`config.mk`:
```
export PLATFORM = sky130hd
export DESIGN_NAME = jtag_instruction_register
export DESIGN_NICKNAME = d
export VERILOG_FILES = /design/src/rtl/jtag_instruction_register.sv
export SDC_FILE = /design/constraint.sdc
export NUM_CORES = 1
export LEC_CHECK = 0
export CAP_MARGIN = 20
export CORE_MARGIN = 10
export CORE_UTILIZATION = 40
export DETAILED_ROUTE_END_ITERATION = 12
export DONT_BUFFER_PORTS = 1
export PLACE_DENSITY = 0.53
export SETUP_SLACK_MARGIN = 0.4
export SLEW_MARGIN = 25
export SYNTH_ARGS = -nofsm -noshare
export SYNTH_HDL_FRONTEND = slang
export SYNTH_SLANG_ARGS = --single-unit
```
`constraint.sdc`:
```
create_clock -name TCK -period 1.7 [get_ports TCK]
set_clock_uncertainty 0.1 [all_clocks]
set_input_delay 0.34 -clock TCK [delete_from_list [all_inputs] [get_ports TCK]]
set_output_delay 0.34 -clock TCK [all_outputs]
set_load 0.005 [all_outputs]
```
`src/rtl/jtag_instruction_register.sv`:
```
// ---------------------------------------------------------------------------
// jtag_instruction_register
//
// JTAG instruction register with a registered opcode decoder. It holds the
// IR shift stage (capture/shift), the update (parallel) stage and the decode
// that selects the test data register. Unknown opcodes, and AHB opcodes
// while debug is locked, fall back to BYPASS and flag illegal_instr.
// CLAMP_HOLD / CLAMP_RELEASE drive a sticky clamp state.
//
// Ports:
//   TCK                   test clock; all state changes on its rising edge
//   TRST                  synchronous active-high reset
//   test_logic_reset      TAP in Test-Logic-Reset; same effect as TRST
//   capture_ir            Capture-IR strobe (loads CAPTURE_PATTERN)
//   shift_ir              Shift-IR strobe (shifts tdi in at the MSB)
//   update_ir             Update-IR strobe (latches and decodes the IR)
//   tdi                   serial data in
//   ahb_enable            debug unlock; 0 turns AHB opcodes into BYPASS
//   ir_tdo                serial data out (sr[0])
//   instr                 effective latched instruction
//   bsr_select, bsr_mode, id_select, bypass_select, tmp_select,
//   ahb_select, ahb_fifo_read_select   registered decode outputs
//   clamp_active          sticky clamp state
//   illegal_instr         last update was unknown or locked
// ---------------------------------------------------------------------------
module jtag_instruction_register #(
  parameter int unsigned         IR_WIDTH         = 5,
  parameter logic [IR_WIDTH-1:0] CAPTURE_PATTERN  = 5'b00001,
  parameter logic [IR_WIDTH-1:0] OP_EXTEST        = 5'h00,
  parameter logic [IR_WIDTH-1:0] OP_SAMPLE        = 5'h01,
  parameter logic [IR_WIDTH-1:0] OP_PRELOAD       = 5'h02,
  parameter logic [IR_WIDTH-1:0] OP_IDCODE        = 5'h03,
  parameter logic [IR_WIDTH-1:0] OP_CLAMP_HOLD    = 5'h04,
  parameter logic [IR_WIDTH-1:0] OP_CLAMP_RELEASE = 5'h05,
  parameter logic [IR_WIDTH-1:0] OP_AHB           = 5'h10,
  parameter logic [IR_WIDTH-1:0] OP_AHB_READ      = 5'h11,
  parameter logic [IR_WIDTH-1:0] OP_BYPASS        = {IR_WIDTH{1'b1}}
) (
  input  logic                TCK,
  input  logic                TRST,
  input  logic                test_logic_reset,
  input  logic                capture_ir,
  input  logic                shift_ir,
  input  logic                update_ir,
  input  logic                tdi,
  input  logic                ahb_enable,
  output logic                ir_tdo,
  output logic [IR_WIDTH-1:0] instr,
  output logic                bsr_select,
  output logic                bsr_mode,
  output logic                id_select,
  output logic                bypass_select,
  output logic                tmp_select,
  output logic                ahb_select,
  output logic                ahb_fifo_read_select,
  output logic                clamp_active,
  output logic                illegal_instr
);

  // Select vector bit positions.
  localparam int unsigned S_BSR    = 0;
  localparam int unsigned S_MODE   = 1;
  localparam int unsigned S_ID     = 2;
  localparam int unsigned S_BYPASS = 3;
  localparam int unsigned S_TMP    = 4;
  localparam int unsigned S_AHB    = 5;
  localparam int unsigned S_FIFO   = 6;

  logic [IR_WIDTH-1:0] sr_q, sr_d;
  logic [IR_WIDTH-1:0] instr_q, instr_d;
  logic [6:0]          sel_q, sel_d;
  logic                clamp_q, clamp_d;
  logic                illegal_q, illegal_d;

  logic [IR_WIDTH-1:0] eff_instr;
  logic                eff_illegal;
  logic [6:0]          eff_sel;
  logic                raw_known;
  logic                raw_locked;

  // Remap the shifted opcode: unknown or locked opcodes become BYPASS.
  always_comb begin
    raw_known = (sr_q == OP_EXTEST)     || (sr_q == OP_SAMPLE)        ||
                (sr_q == OP_PRELOAD)    || (sr_q == OP_IDCODE)        ||
                (sr_q == OP_CLAMP_HOLD) || (sr_q == OP_CLAMP_RELEASE) ||
                (sr_q == OP_AHB)        || (sr_q == OP_AHB_READ)      ||
                (sr_q == OP_BYPASS);
    raw_locked = ((sr_q == OP_AHB) || (sr_q == OP_AHB_READ)) && !ahb_enable;
    if (raw_known && !raw_locked) begin
      eff_instr   = sr_q;
      eff_illegal = 1'b0;
    end else begin
      eff_instr   = OP_BYPASS;
      eff_illegal = 1'b1;
    end
  end

  // Decode the effective opcode into exactly one select class.
  always_comb begin
    eff_sel = 7'b0000000;
    case (eff_instr)
      OP_EXTEST: begin
        eff_sel[S_BSR]  = 1'b1;
        eff_sel[S_MODE] = 1'b1;
      end
      OP_SAMPLE, OP_PRELOAD:           eff_sel[S_BSR]    = 1'b1;
      OP_IDCODE:                       eff_sel[S_ID]     = 1'b1;
      OP_AHB:                          eff_sel[S_AHB]    = 1'b1;
      OP_AHB_READ:                     eff_sel[S_FIFO]   = 1'b1;
      OP_CLAMP_HOLD, OP_CLAMP_RELEASE: eff_sel[S_TMP]    = 1'b1;
      OP_BYPASS:                       eff_sel[S_BYPASS] = 1'b1;
      // eff_instr is always a known opcode; fall back to BYPASS regardless.
      default:                         eff_sel[S_BYPASS] = 1'b1;
    endcase
  end

  // Next-state logic; update outranks capture, which outranks shift.
  always_comb begin
    sr_d      = sr_q;
    instr_d   = instr_q;
    sel_d     = sel_q;
    clamp_d   = clamp_q;
    illegal_d = illegal_q;
    if (update_ir) begin
      instr_d   = eff_instr;
      sel_d     = eff_sel;
      illegal_d = eff_illegal;
      if (eff_instr == OP_CLAMP_HOLD) begin
        clamp_d = 1'b1;
      end else if (eff_instr == OP_CLAMP_RELEASE) begin
        clamp_d = 1'b0;
      end else begin
        clamp_d = clamp_q;
      end
    end else if (capture_ir) begin
      sr_d = CAPTURE_PATTERN;
    end else if (shift_ir) begin
      sr_d = {tdi, sr_q[IR_WIDTH-1:1]};
    end else begin
      sr_d = sr_q;
    end
  end

  // State registers with synchronous reset to the IDCODE instruction.
  always_ff @(posedge TCK) begin
    if (TRST || test_logic_reset) begin
      sr_q      <= CAPTURE_PATTERN;
      instr_q   <= OP_IDCODE;
      sel_q     <= 7'b0000100;
      clamp_q   <= 1'b0;
      illegal_q <= 1'b0;
    end else begin
      sr_q      <= sr_d;
      instr_q   <= instr_d;
      sel_q     <= sel_d;
      clamp_q   <= clamp_d;
      illegal_q <= illegal_d;
    end
  end

  assign ir_tdo               = sr_q[0];
  assign instr                = instr_q;
  assign bsr_select           = sel_q[S_BSR];
  assign bsr_mode             = sel_q[S_MODE];
  assign id_select            = sel_q[S_ID];
  assign bypass_select        = sel_q[S_BYPASS];
  assign tmp_select           = sel_q[S_TMP];
  assign ahb_select           = sel_q[S_AHB];
  assign ahb_fifo_read_select = sel_q[S_FIFO];
  assign clamp_active         = clamp_q;
  assign illegal_instr        = illegal_q;

endmodule

```
==> impl_metrics.yaml <==
run_status:
  status: "finished clean"
placed_design:
  place_congestion: 0.7996
  hpwl_um: 1333
  dp_slack_ns: 0.3339
  port_buffers: 0
synthesis:
  synth_edf_count: 0
  yosysMostFrequentCell: "dfxtp_1"
  ys.flop_type: "dfxtp_1"
  synth_area_um2: 798.3
  yosys-top-cells-area: "dfxtp_1 (48%), nor2_1 (5.6%), a21oi_1 (5.0%), nand3_1 (3.8%), a22oi_1 (2.8%)"
  synth_cell_types: 30
  async_flop_share: 0
  synth_nets: 101
  ys_ff_latch: 19
  synth.top_cell.area_share: 0.4765
  yosys.area.top_type: "dfxtp_1"
  yosysWarnings: 0
  synth_common_cells: "dfxtp_1 (19), nor2_1 (12), a21oi_1 (8), nand3_1 (6), nand2_1 (5)"
  synthCells: 93
  ys_seq_area_frac: 0.4765
  syn_area_per_cell_um2: 8.584
cells_and_area:
  diodes: 0
  drive_gt1_frac: 0.2021
  layout.nets: 103
  syn2layout_area_growth_pct: 10.50
  fill_cells: 209
global_routing:
  antenna_found_initial: 0
  grt_pass1_vias: 637
  track_usage: 0.08630
  grt_pass1_wl_um: 2987
  grt_max_degree: 20
  grt_overflow: 0
setup_path:
  path_max_fanout: 6
  r2r_cells: 4
  start_kind: "register"
  crit_type: "register to register"
  cp.arrival_ns: 1.37
  end_kind: "register"
  cp.required_ns: 1.77
power:
  powerDensity_nw_per_um2: 821.1
  pwr-share-comb: 0.055
  internal_power_w: 0.0005576
  ir_worst_vdd_uv: 312.7
  p_leak_nw: 0.2869
  switching_share: 0.2302
  seqPwrFrac: 0.632
  clock_power_share: 0.313
  power_switching_w: 0.0001667
detailed_routing:
  drc: 0
  vias: 663
  initialDrtViolationCount: 19
  wl_per_cell_um: 15.64
  drt_first_pass_iters: 4
  ant_nets: 0
  vias_per_cell: 5.479
  drt_wl_total_um: 1893
cts:
  cts_root_buf: "clkbuf_4"
  clock_latency_ns: 0.29
  cts_inserted_buffers: 3
  cts_tree: "built"
  cts_max_level: 1
  clock_path_buffers: 2
  clock_sinks: 19
  cts.clk_slew.worst_paths_ns: 0.10
floorplan:
  num_rows: 16
  core_area_um2: 1922
  dieWidth_um: 64.67
  die_area_um2: 4182
  die_y_um: 64.67
  initial_core_util: 0.4154
  ios: 23
sta:
  hold_viol: 0
  slew_headroom: 0.6934
  fmaxAchievable_mhz: 768.9
  final_max_slew_viol_count: 0
  setup_viol: 0
  worst_pin_slew_ns: 0.4589
  tns_ns: 0
  fin_ws_ns: 0.3995
  fin_crit_sh: 0.7650
  timing.hold.ws_ns: 0.03656
  rsz0062_at_grt: "true"
  finalCriticalPeriod_ns: 1.301
min_path:
  min_path_cells: 1
  hp-class: "input pin to register"
flow_run:
  drv_cap: 0
==> final timing paths <==
| path | from | endpoint | slack [ns] |
|---|---|---|---|
| max | sr_q[2] | instr[0] | 0.40 |
| min reg2reg | sel_q[1] | sel_q[1] | 0.39 |
| min | update_ir | instr[4] | 0.04 |
| max reg2reg | sr_q[2] | instr[0] | 0.40 |
==> per-stage QoR <==
stage	area, um^2	utilization	power, W	std cells
after global placement	817.0	0.4251	0.0005090	115
after detailed placement	817.0	0.4251	0.0005093	115
after floorplan	808.3	-	0.0005056	93
after CTS	869.6	0.4525	0.0007346	121
final	882.1	0.4590	0.0007243	121
after global routing	882.1	0.4590	0.0007615	121
==> layer usage <==
metal,track usage,wire [um],part of all wire,up-vias
met1,0.09369,847,0.45,317
li1,-,-,-,336
met3,0.03952,147,0.078,0
met4,0.03476,0,0,0
met2,0.1429,897,0.47,10
met5,0,0,0,-
==> cells by family after synthesis <==
kind of cell	Yosys count	synth area share
buffers and inverters	9	0.05486
DFF	19	0.4765
and+or+nand+nor	37	0.2492
AOI/OAI and AO/OA	28	0.2194
==> state kept, by name, indices dropped and copies added (netlist names) <==
| register | flops |
|---|---|
| illegal_instr | 1 |
| instr | 5 |
| sr_q | 5 |
| sel_q | 7 |
| clamp_active | 1 |
==> cells in the final DEF, fill, tap and decap left out, drive strengths merged, types with 2 or more instances in the layout <==
cell,Yosys,routed
buf,4,3
o21ai,7,7
a211oi,2,2
nand2,5,5
a21oi,9,9
nor3,3,3
a22oi,3,3
nor2,12,12
nand3,6,6
nor2b,3,3
a31oi,2,2
dfxtp,19,19
nand4b,2,2
clkbuf,2,4
inv,3,3
==> worst max-delay path: stages, from the launching register on <==
cell	delay (ns)
dfxtp_4	0.36
buf_4	0.15
a21o_2	0.26
a211oi_2	0.24
o21ai_1	0.07
==> area by class of cell <==
type                            count  area, um^2  share of cell area
Multi-Input combinational cell     65       400.4              0.4539
Clock buffer                        4       26.28             0.02979
Sequential cell                    19       387.9              0.4397
Tap cell                           27       33.78             0.03830
Inverter                            3       11.26             0.01277
Timing Repair Buffer                3       22.52             0.02553
==> power by group through the flow <==
stage	Combinational (W)	Sequential, W	Clock, W
2_1_floorplan	0.0000386	0.000467	0
3_3_place_gp	0.0000392	0.000470	0
3_5_place_dp	0.0000394	0.000470	0
4_1_cts	0.0000402	0.000458	0.000236
5_1_grt	0.0000444	0.000459	0.000258
6_report	0.0000400	0.000458	0.000227
==> what timing repair did <==
action,CTS,global route
buffers inserted,2,0
pin swaps,2,1
setup endpoints to repair,7,10
hold buffers,0,0
resized for setup,3,5
Power figures use the tool's default switching activity.
